[config.mk]
export PLATFORM = sky130hd
export DESIGN_NAME = didactic_reset_ctrl
export DESIGN_NICKNAME = d
export VERILOG_FILES = /design/src/rtl/didactic_reset_ctrl.sv
export SDC_FILE = /design/constraint.sdc
export NUM_CORES = 1
export LEC_CHECK = 0
export BUFFER_PORTS_ARGS = -buffer_cell sky130_fd_sc_hd__buf_2
export CAP_MARGIN = 20
export CORE_MARGIN = 10
export CORE_UTILIZATION = 35
export CTS_BUF_LIST = sky130_fd_sc_hd__clkbuf_4 sky130_fd_sc_hd__clkbuf_8
export CTS_CLUSTER_SIZE = 8
export DETAILED_ROUTE_END_ITERATION = 16
export PLACE_DENSITY_LB_ADDON = 0.25
export REMOVE_ABC_BUFFERS = 1
export SLEW_MARGIN = 20
export SYNTH_ARGS = -nofsm -noshare
export SYNTH_HDL_FRONTEND = slang
export SYNTH_SLANG_ARGS = --single-unit
[constraint.sdc]
create_clock -name clk_in -period 1.4 [get_ports clk_in]
set_input_delay 0.28 -clock clk_in [delete_from_list [all_inputs] [get_ports clk_in]]
set_output_delay 0.28 -clock clk_in [all_outputs]
set_load 0.005 [all_outputs]
[src/rtl/didactic_reset_ctrl.sv]
// Reset sequencer for the Didactic SoC: synchronises PLL lock and the board button, debounces the
// button and releases a stretched, synchronous active-low core reset. Optional cause register: RESET_CAUSE_EN.
module didactic_reset_ctrl #(
  parameter int SYNC_STAGES     = 2,
  parameter int DEBOUNCE_CYCLES = 80000,
  parameter int HOLD_CYCLES     = 16
) (
  input  logic       clk_in,
  input  logic       reset,
  input  logic       pll_locked,
  input  logic       btn_reset,
`ifdef RESET_CAUSE_EN
  input  logic       cause_clr,
  output logic [1:0] cause,
`endif
  output logic       soc_reset_n,
  output logic       lock_sync,
  output logic       btn_stable
);

  localparam int DW = (DEBOUNCE_CYCLES > 2) ? $clog2(DEBOUNCE_CYCLES) : 1;
  localparam int HW = (HOLD_CYCLES > 1) ? $clog2(HOLD_CYCLES) : 1;
  localparam logic [DW-1:0] DB_LAST   = DW'(DEBOUNCE_CYCLES - 1);
  localparam logic [HW-1:0] HOLD_LAST = HW'(HOLD_CYCLES - 1);

  typedef enum logic [1:0] {
    WAIT_LOCK = 2'd0,
    STRETCH   = 2'd1,
    RUN       = 2'd2
  } state_t;

  logic [SYNC_STAGES-1:0] lock_ff;
  logic [SYNC_STAGES-1:0] btn_ff;
  logic                   btn_sync;
  logic [DW-1:0]          db_cnt;
  logic [HW-1:0]          hold_cnt;
  state_t                 state;
  logic                   release_ok;

  assign lock_sync  = lock_ff[SYNC_STAGES-1];
  assign btn_sync   = btn_ff[SYNC_STAGES-1];
  assign release_ok = lock_sync & ~btn_stable;

  // NOTE: every register below uses non-blocking assignment so all flops sample pre-edge values,
  // which is what makes the synchroniser chains shift instead of collapsing into one stage.
  always_ff @(posedge clk_in or negedge reset) begin
    if (!reset) begin
      lock_ff <= '0;
      btn_ff  <= '0;
    end else begin
      lock_ff <= {lock_ff[SYNC_STAGES-2:0], pll_locked};
      btn_ff  <= {btn_ff[SYNC_STAGES-2:0], btn_reset};
    end
  end

  // A new button level is accepted only after DEBOUNCE_CYCLES consecutive differing samples.
  always_ff @(posedge clk_in or negedge reset) begin
    if (!reset) begin
      db_cnt     <= '0;
      btn_stable <= 1'b0;
    end else if (btn_sync == btn_stable) begin
      db_cnt <= '0;
    end else if (db_cnt == DB_LAST) begin
      btn_stable <= btn_sync;
      db_cnt     <= '0;
    end else begin
      db_cnt <= db_cnt + 1'b1;
    end
  end

  always_ff @(posedge clk_in or negedge reset) begin
    if (!reset) begin
      state       <= WAIT_LOCK;
      hold_cnt    <= '0;
      soc_reset_n <= 1'b0;
    end else begin
      unique case (state)
        WAIT_LOCK: begin
          if (release_ok) begin
            state    <= STRETCH;
            hold_cnt <= '0;
          end
        end
        STRETCH: begin
          if (!release_ok) begin
            state <= WAIT_LOCK;
          end else if (hold_cnt == HOLD_LAST) begin
            state       <= RUN;
            soc_reset_n <= 1'b1;
          end else begin
            hold_cnt <= hold_cnt + 1'b1;
          end
        end
        RUN: begin
          if (!release_ok) begin
            state       <= WAIT_LOCK;
            soc_reset_n <= 1'b0;
          end
        end
        default: begin
          state       <= WAIT_LOCK;
          soc_reset_n <= 1'b0;
        end
      endcase
    end
  end

`ifdef RESET_CAUSE_EN
  logic       leaving;
  logic [1:0] cause_set;

  assign leaving   = (state != WAIT_LOCK) && !release_ok;
  assign cause_set = leaving ? {btn_stable, ~lock_sync} : 2'b00;

  // Set takes priority over a simultaneous clear.
  always_ff @(posedge clk_in or negedge reset) begin
    if (!reset) begin
      cause <= 2'b00;
    end else begin
      cause <= (cause_clr ? 2'b00 : cause) | cause_set;
    end
  end
`endif

endmodule

==> flow_summary.toml, run 1 <==
[worst_setup_path]
arrival_time_of_data_at_the_critical_path_endpoint_ps = 1570
worst_ep_required_time_ps = 1570
worstRegToRegCells = 5
crit-reg2reg-launch = "db_cnt[0]"
critPathCaptureType = "register"
timing.critical_path.slowest_stage_cell = "sky130_fd_sc_hd__dfrtp_1"
crit_path_cell_trace = "ha_4 > nand4_4 > nor2_2 > nand4_1 > mux2_4"
crit-reg2reg-capture = "btn_stable"
critical-path-max-stage-delay_ps = 390
crit_path_end = "btn_stable"
worst_setup_path_startpoint = "db_cnt[0]"
setup.reg_to_reg.worst_slack_ps = -9
critical_path_peak_fanout = 6
crit_path_start_kind = "register"
timing_worst_setup_path_type = "register to register"

[detailed_routing]
wl_microns = 2417
wire_per_inst_microns = 11.79
drt_drc_violations_left = 0
vias_per_cell = 4.785
antenna_violating_nets_remaining = 0
first_pass_iters = 4
detailedRoute.firstIterationViolations = 23
routed-via-count = 981

[timing]
rsz0062_at_grt = "true"
max_clock_freq_ghz = 0.7098
maxSlewHeadroom_pct = 76.01
final.period_utilization_pct = 100.6
slew_viol_final = 0
worstMarginPinSlew_ps = 359.9
timing.final.crit_period_ps = 1409
finalSetupViolations = 2
report.final.hold_viol_count = 0
postLayoutSetupSlackWorst_ps = -8.887
final.setup_skew_ps = 9.234

[placement]
gp_congestion = 0.7685
placed_cells = 194
pre_cts_ws_ps = -72.36
place.detailed.hpwl_microns = 1863
port_buffer_count = 6

[final_layout]
num_antenna_cells = 0
drive_above_1_share_pct = 29.94
num-fill-cells = 365
seqCellArea_sq_um = 725.7
number_of_nets_in_the_layout = 162
synthToLayoutAreaGrowth_pct = 26.27
multi_input_comb_area_sq_um = 649.4
stdcell_count = 205

[pwr]
cellLeakagePower_nw = 0.7632
vdd_drop_max_mv = 0.6292
power_density_nw_per_um2 = 1014

[clocking]
cts.clk_slew.worst_paths_ps = 60
cts_tree = "done"
clock_latency_ps = 280
clock-sinks = 29
tritoncts.num_buffers = 5
cts.path.max_buffers = 2
clockRootBuffer = "sky130_fd_sc_hd__clkbuf_8"
ctsHtreeMaxLevel = 2

[logic_synthesis]
syn-instance-count = 128
synth_area_sq_um = 1376
ys_types = 27
synth_edf_count = 0
syn_avg_cell_area_sq_um = 10.75
synth-warning-count = 0
ys.flop_type = "sky130_fd_sc_hd__dfrtp_1"
postSynthRegisterBits = 29
synthArstFlopShare_pct = 100.0
synth-seq-area-share_pct = 52.73

[outcome]
failed_checks = "setup timing"
run_status = "finished with violations"

[die]
dieArea_sq_um = 6841
die_h_microns = 82.71
floorplan.core_area_sq_um = 3744
top_level_pins = 7
start_util_pct = 36.76
chipWidth_microns = 82.71
std_cell_rows = 22

[flow_run]
drv_cap = 0

[grt]
grt_antenna_before_repair = 0
grt_pass1_wl_microns = 4422
pin_count_of_the_biggest_net_entering_global_routing = 16
globalRouteTotalUtil_pct = 8.363
number_of_global_route_vias_before_repair = 1008
grt-ovfl-total = 0

[min_path]
hp_class = "input pin to register"
[registers in the layout, indices dropped and copies added, names as in the netlist]
name         cells
db_cnt          17
hold_cnt         4
btn_ff           2
lock_ff          2
state            2
btn_stable       1
soc_reset_n      1
[cell usage after synthesis, drive strengths merged, types with 4 or more instances]
library cell | n | share of area [%]
nor2 | 25 | 7.0
a21oi | 4 | 1.5
inv | 7 | 1.9
xnor2 | 14 | 8.9
nor3 | 6 | 2.2
nand3 | 7 | 2.9
nand4 | 7 | 5.4
nand2 | 6 | 1.6
nor4 | 5 | 4.5
dfrtp | 29 | 53
[cells in the final DEF, fill, tap and decap left out, types with 2 or more instances in the layout]
master	instances
sky130_fd_sc_hd__nor4_2	4
sky130_fd_sc_hd__a21oi_1	4
sky130_fd_sc_hd__inv_1	7
sky130_fd_sc_hd__buf_2	6
sky130_fd_sc_hd__nand3_1	6
sky130_fd_sc_hd__nand4_4	2
sky130_fd_sc_hd__xnor2_1	14
sky130_fd_sc_hd__o21ai_0	2
sky130_fd_sc_hd__nand4_1	5
sky130_fd_sc_hd__dfrtp_1	29
sky130_fd_sc_hd__buf_4	13
sky130_fd_sc_hd__nand2b_1	2
sky130_fd_sc_hd__nand2_1	6
sky130_fd_sc_hd__nor3_2	2
sky130_fd_sc_hd__buf_6	2
sky130_fd_sc_hd__nor3_1	4
sky130_fd_sc_hd__nor2_1	24
sky130_fd_sc_hd__clkbuf_8	6
sky130_fd_sc_hd__xor2_1	2
[routing by layer]
metal	track usage [%]	wire length [microns]
met5	0	0
met2	13.35	1163
met1	9.299	1105
met4	4.013	45
met3	3.780	103
[stage by stage]
step                TNS [ps]  util [%]  hold slack (ps)  total power [mW]  cell area, sq um
finish                -11.89     46.42            102.0             1.762              1738
detailed placement    -362.0     41.81            214.1             1.049              1565
CTS                   -75.52     45.45            93.31             1.773              1702
global route           -1393     46.42            87.93             1.856              1738
global placement      -2.927     41.81            213.2             1.042              1565
floorplan              -2721         -           -15.59            0.9761              1358
[how the worst min path moves through the flow]
| stage | startpoint | to | slack (ps) | cells after the start |
|---|---|---|---|---|
| 2_1_floorplan | reset | btn_ff[0] | -20 | 0 |
| 3_3_place_gp | reset | db_cnt[3] | 210 | 1 |
| 3_5_place_dp | reset | db_cnt[3] | 210 | 1 |
| 4_1_cts | pll_locked | lock_ff[0] | 90 | 1 |
| 5_1_grt | pll_locked | lock_ff[0] | 90 | 1 |
| 6_report | pll_locked | lock_ff[0] | 100 | 1 |
[what timing repair did]
action                                  in CTS  in global routing
setup buffers                                0                  2
pin swaps                                    3                  1
hold buffers                                 1                  0
gates cloned                                 0                  0
endpoints found under the setup margin      17                 19
resized for setup                            7                  3
endpoints found under the hold margin       14                  0
[power breakdown]
group	internal [mW]	switching [mW]	leakage, nW
Combinational	0.0759	0.0692	0.324
Sequential	0.874	0.0318	0.388
Clock	0.397	0.314	0.0512
Total	1.35	0.415	0.763
[worst max-delay path: cells and delay by family, from the launching register on]
family | cells | cell delay, ps
adders and majority gates | 1 | 160
muxes | 1 | 320
and+or+nand+nor | 3 | 420
DFF | 1 | 390
[cell type report]
cell class,count,share of cell area (%)
Inverter,7,1.512
Sequential cell,29,41.76
Tap cell,48,3.456
Multi-Input combinational cell,90,37.36
Clock buffer,6,4.752
Clock inverter,2,0.7919
Timing Repair Buffer,23,10.37
[logic make-up after synthesis]
kind of cell	share of synthesized area, %
compound gates	4.728
buf+inv	3.273
fa+ha+maj	1.818
simple gates	25.64
mux	1.636
xor+xnor	10.18
flops	52.73
No activity file was read; power rests on OpenSTA's default activity.
==> run 2, diff against run 1 <==
- CORE_MARGIN: 10 -> 8
- HOLD_SLACK_MARGIN: default -> 0.05
==> run 2 against run 1 <==
Fmax is 3.8% lower. The flow still finishes with violations (setup timing). Critical path type unchanged. Clock skew decreased by 7.4 ps. Via count is 3.2% higher. Highest routed layer unchanged. Critical path depth stayed put. Largest cell class unchanged. Flip-flop and latch count stayed put. Final cell count shrank 0.49%. Clock power shrank 3.8%.
==> flow_summary.toml, run 2 (same netlist as run 1, synthesis figures left out) <==
[outcome]
run_status = "finished with violations"
failed_checks = "setup timing"

[clocking]
clockRootBuffer = "sky130_fd_sc_hd__clkbuf_8"
clock_latency_ps = 270
cts_tree = "done"
clock-sinks = 29
tritoncts.num_buffers = 5
cts.clk_slew.worst_paths_ps = 60
ctsHtreeMaxLevel = 2
cts.path.max_buffers = 2

[die]
top_level_pins = 7
std_cell_rows = 22
start_util_pct = 37.04
chipWidth_microns = 78.71
die_h_microns = 78.71
floorplan.core_area_sq_um = 3716
dieArea_sq_um = 6195

[worst_setup_path]
worst_ep_required_time_ps = 1560
critical-path-max-stage-delay_ps = 400
worst-path-buf-inv = 0
arrival_time_of_data_at_the_critical_path_endpoint_ps = 1630
setup.reg_to_reg.worst_slack_ps = -60
critical_path_peak_fanout = 6
logic_depth_of_the_worst_setup_path_including_buffers = 5
timing.critical_path.slowest_stage_cell = "sky130_fd_sc_hd__dfrtp_1"
critPathCaptureType = "register"
timing_worst_setup_path_type = "register to register"
crit_path_start_kind = "register"
crit-reg2reg-capture = "db_cnt[14]"
crit-reg2reg-launch = "db_cnt[0]"
critPathTopFamily = "simple AND/OR/NAND/NOR gates"
crit_path_cell_trace = "ha_4 > nand4_4 > nor4_2 > xnor2_1 > nor2_1"
worstRegToRegCells = 5

[detailed_routing]
wl_microns = 2611
antenna_violating_nets_remaining = 0
drt_drc_violations_left = 0
detailedRoute.firstIterationViolations = 28
first_pass_iters = 4
routed-via-count = 1012
wire_per_inst_microns = 12.80
vias_per_cell = 4.961

[min_path]
hold_path_end = "btn_ff[0]"
holdCritStartpoint = "btn_reset"
hp_class = "input pin to register"
whs_path_depth = 1

[placement]
port_buffer_count = 6
place.detailed.hpwl_microns = 1813
dpl-instance-area_sq_um = 1553
gp_congestion = 0.7962

[final_layout]
num_antenna_cells = 0
synthToLayoutAreaGrowth_pct = 25.09
multi_input_comb_area_sq_um = 651.9
largest_register_ff_count = 17
regMostFlops = "db_cnt"
num-fill-cells = 362
seqCellArea_sq_um = 725.7
biggestRegsByFlops = "db_cnt x17, hold_cnt x4"
layout_utilization_pct = 46.33
layout_commonest_cell = "sky130_fd_sc_hd__dfrtp_1"
number_of_nets_in_the_layout = 162
drive_above_1_share_pct = 30.13
final_design_area_no_fill_sq_um = 1722
mostFrequentLayoutCells = "29 x sky130_fd_sc_hd__dfrtp_1, 23 x sky130_fd_sc_hd__nor2_1, 14 x sky130_fd_sc_hd__xnor2_1, 14 x sky130_fd_sc_hd__buf_4, 7 x sky130_fd_sc_hd__inv_1"

[timing]
final.setup_skew_ps = 1.855
rsz0062_at_grt = "true"
worstMarginPinSlew_ps = 626.1
report.final.hold_viol_count = 0
finalSetupViolations = 16
timing.final.crit_period_ps = 1464
final.period_utilization_pct = 104.6
max_clock_freq_ghz = 0.6829
hold_ws_ps = 111.4
slew_viol_final = 0
fin_setup_tns_ps = -306.4
maxSlewHeadroom_pct = 58.26
postLayoutSetupSlackWorst_ps = -64.25

[grt]
grt_pass1_wl_microns = 4650
number_of_global_route_vias_before_repair = 1057
grt_antenna_before_repair = 0
globalRouteTotalUtil_pct = 9.579
pin_count_of_the_biggest_net_entering_global_routing = 30
grt-ovfl-total = 0

[pwr]
vdd_drop_max_mv = 0.8310
cellLeakagePower_nw = 0.7591
power_density_nw_per_um2 = 998.2

[flow_run]
drv_cap = 0
## run 2: worst max-delay path by stage
| stage | start | endpoint | slack, ps |
|---|---|---|---|
| after global placement | db_cnt[0] | db_cnt[10] | -3 |
| after floorplan | db_cnt[0] | db_cnt[10] | -160 |
| after global routing | db_cnt[0] | db_cnt[14] | -140 |
| after detailed placement | db_cnt[0] | db_cnt[10] | -100 |
| after CTS | db_cnt[0] | db_cnt[10] | -7 |
| final | db_cnt[0] | db_cnt[14] | -60 |
## run 2: repair_timing
| item | 4_1_cts | 5_1_grt |
|---|---|---|
| endpoints found under the setup margin | 18 | 19 |
| pin swaps | 1 | 1 |
| resized for setup | 7 | 4 |
| gates cloned | 0 | 0 |
| hold endpoints to repair | 29 | 0 |
| setup buffers | 1 | 1 |
| hold buffers | 1 | 0 |
## run 2: layout make-up
class / count / share of cell area, %
clock buffer: 7 / 5.233
timing repair buffer: 23 / 9.738
multi-input combinational: 90 / 37.86
inverter: 7 / 1.526
tap: 48 / 3.488
sequential: 29 / 42.15
## run 2: where the power goes
part	switching, mW	total (mW)	internal (mW)
sequential	0.0318	0.906	0.874
combinational	0.0652	0.128	0.0631
clock	0.277	0.684	0.408
total	0.374	1.72	1.35
## run 2: routing by layer
layer	global-route usage, %	up-vias	wire length, microns
met5	0	-	0
met4	6.111	0	81
met3	3.716	11	80
met2	15.33	11	1274
met1	10.45	496	1175
li1	-	494	-
## run 2: stage by stage
| stage | power (mW) | worst slack (ps) | cells |
|---|---|---|---|
| 3_5_place_dp | 1.043 | -103.6 | 194 |
| 5_1_grt | 1.820 | -144.7 | 204 |
| 6_report | 1.719 | -64.25 | 204 |
| 2_1_floorplan | 0.9761 | -159.4 | 126 |
| 4_1_cts | 1.746 | -7.295 | 203 |
| 3_3_place_gp | 1.034 | -3.029 | 194 |
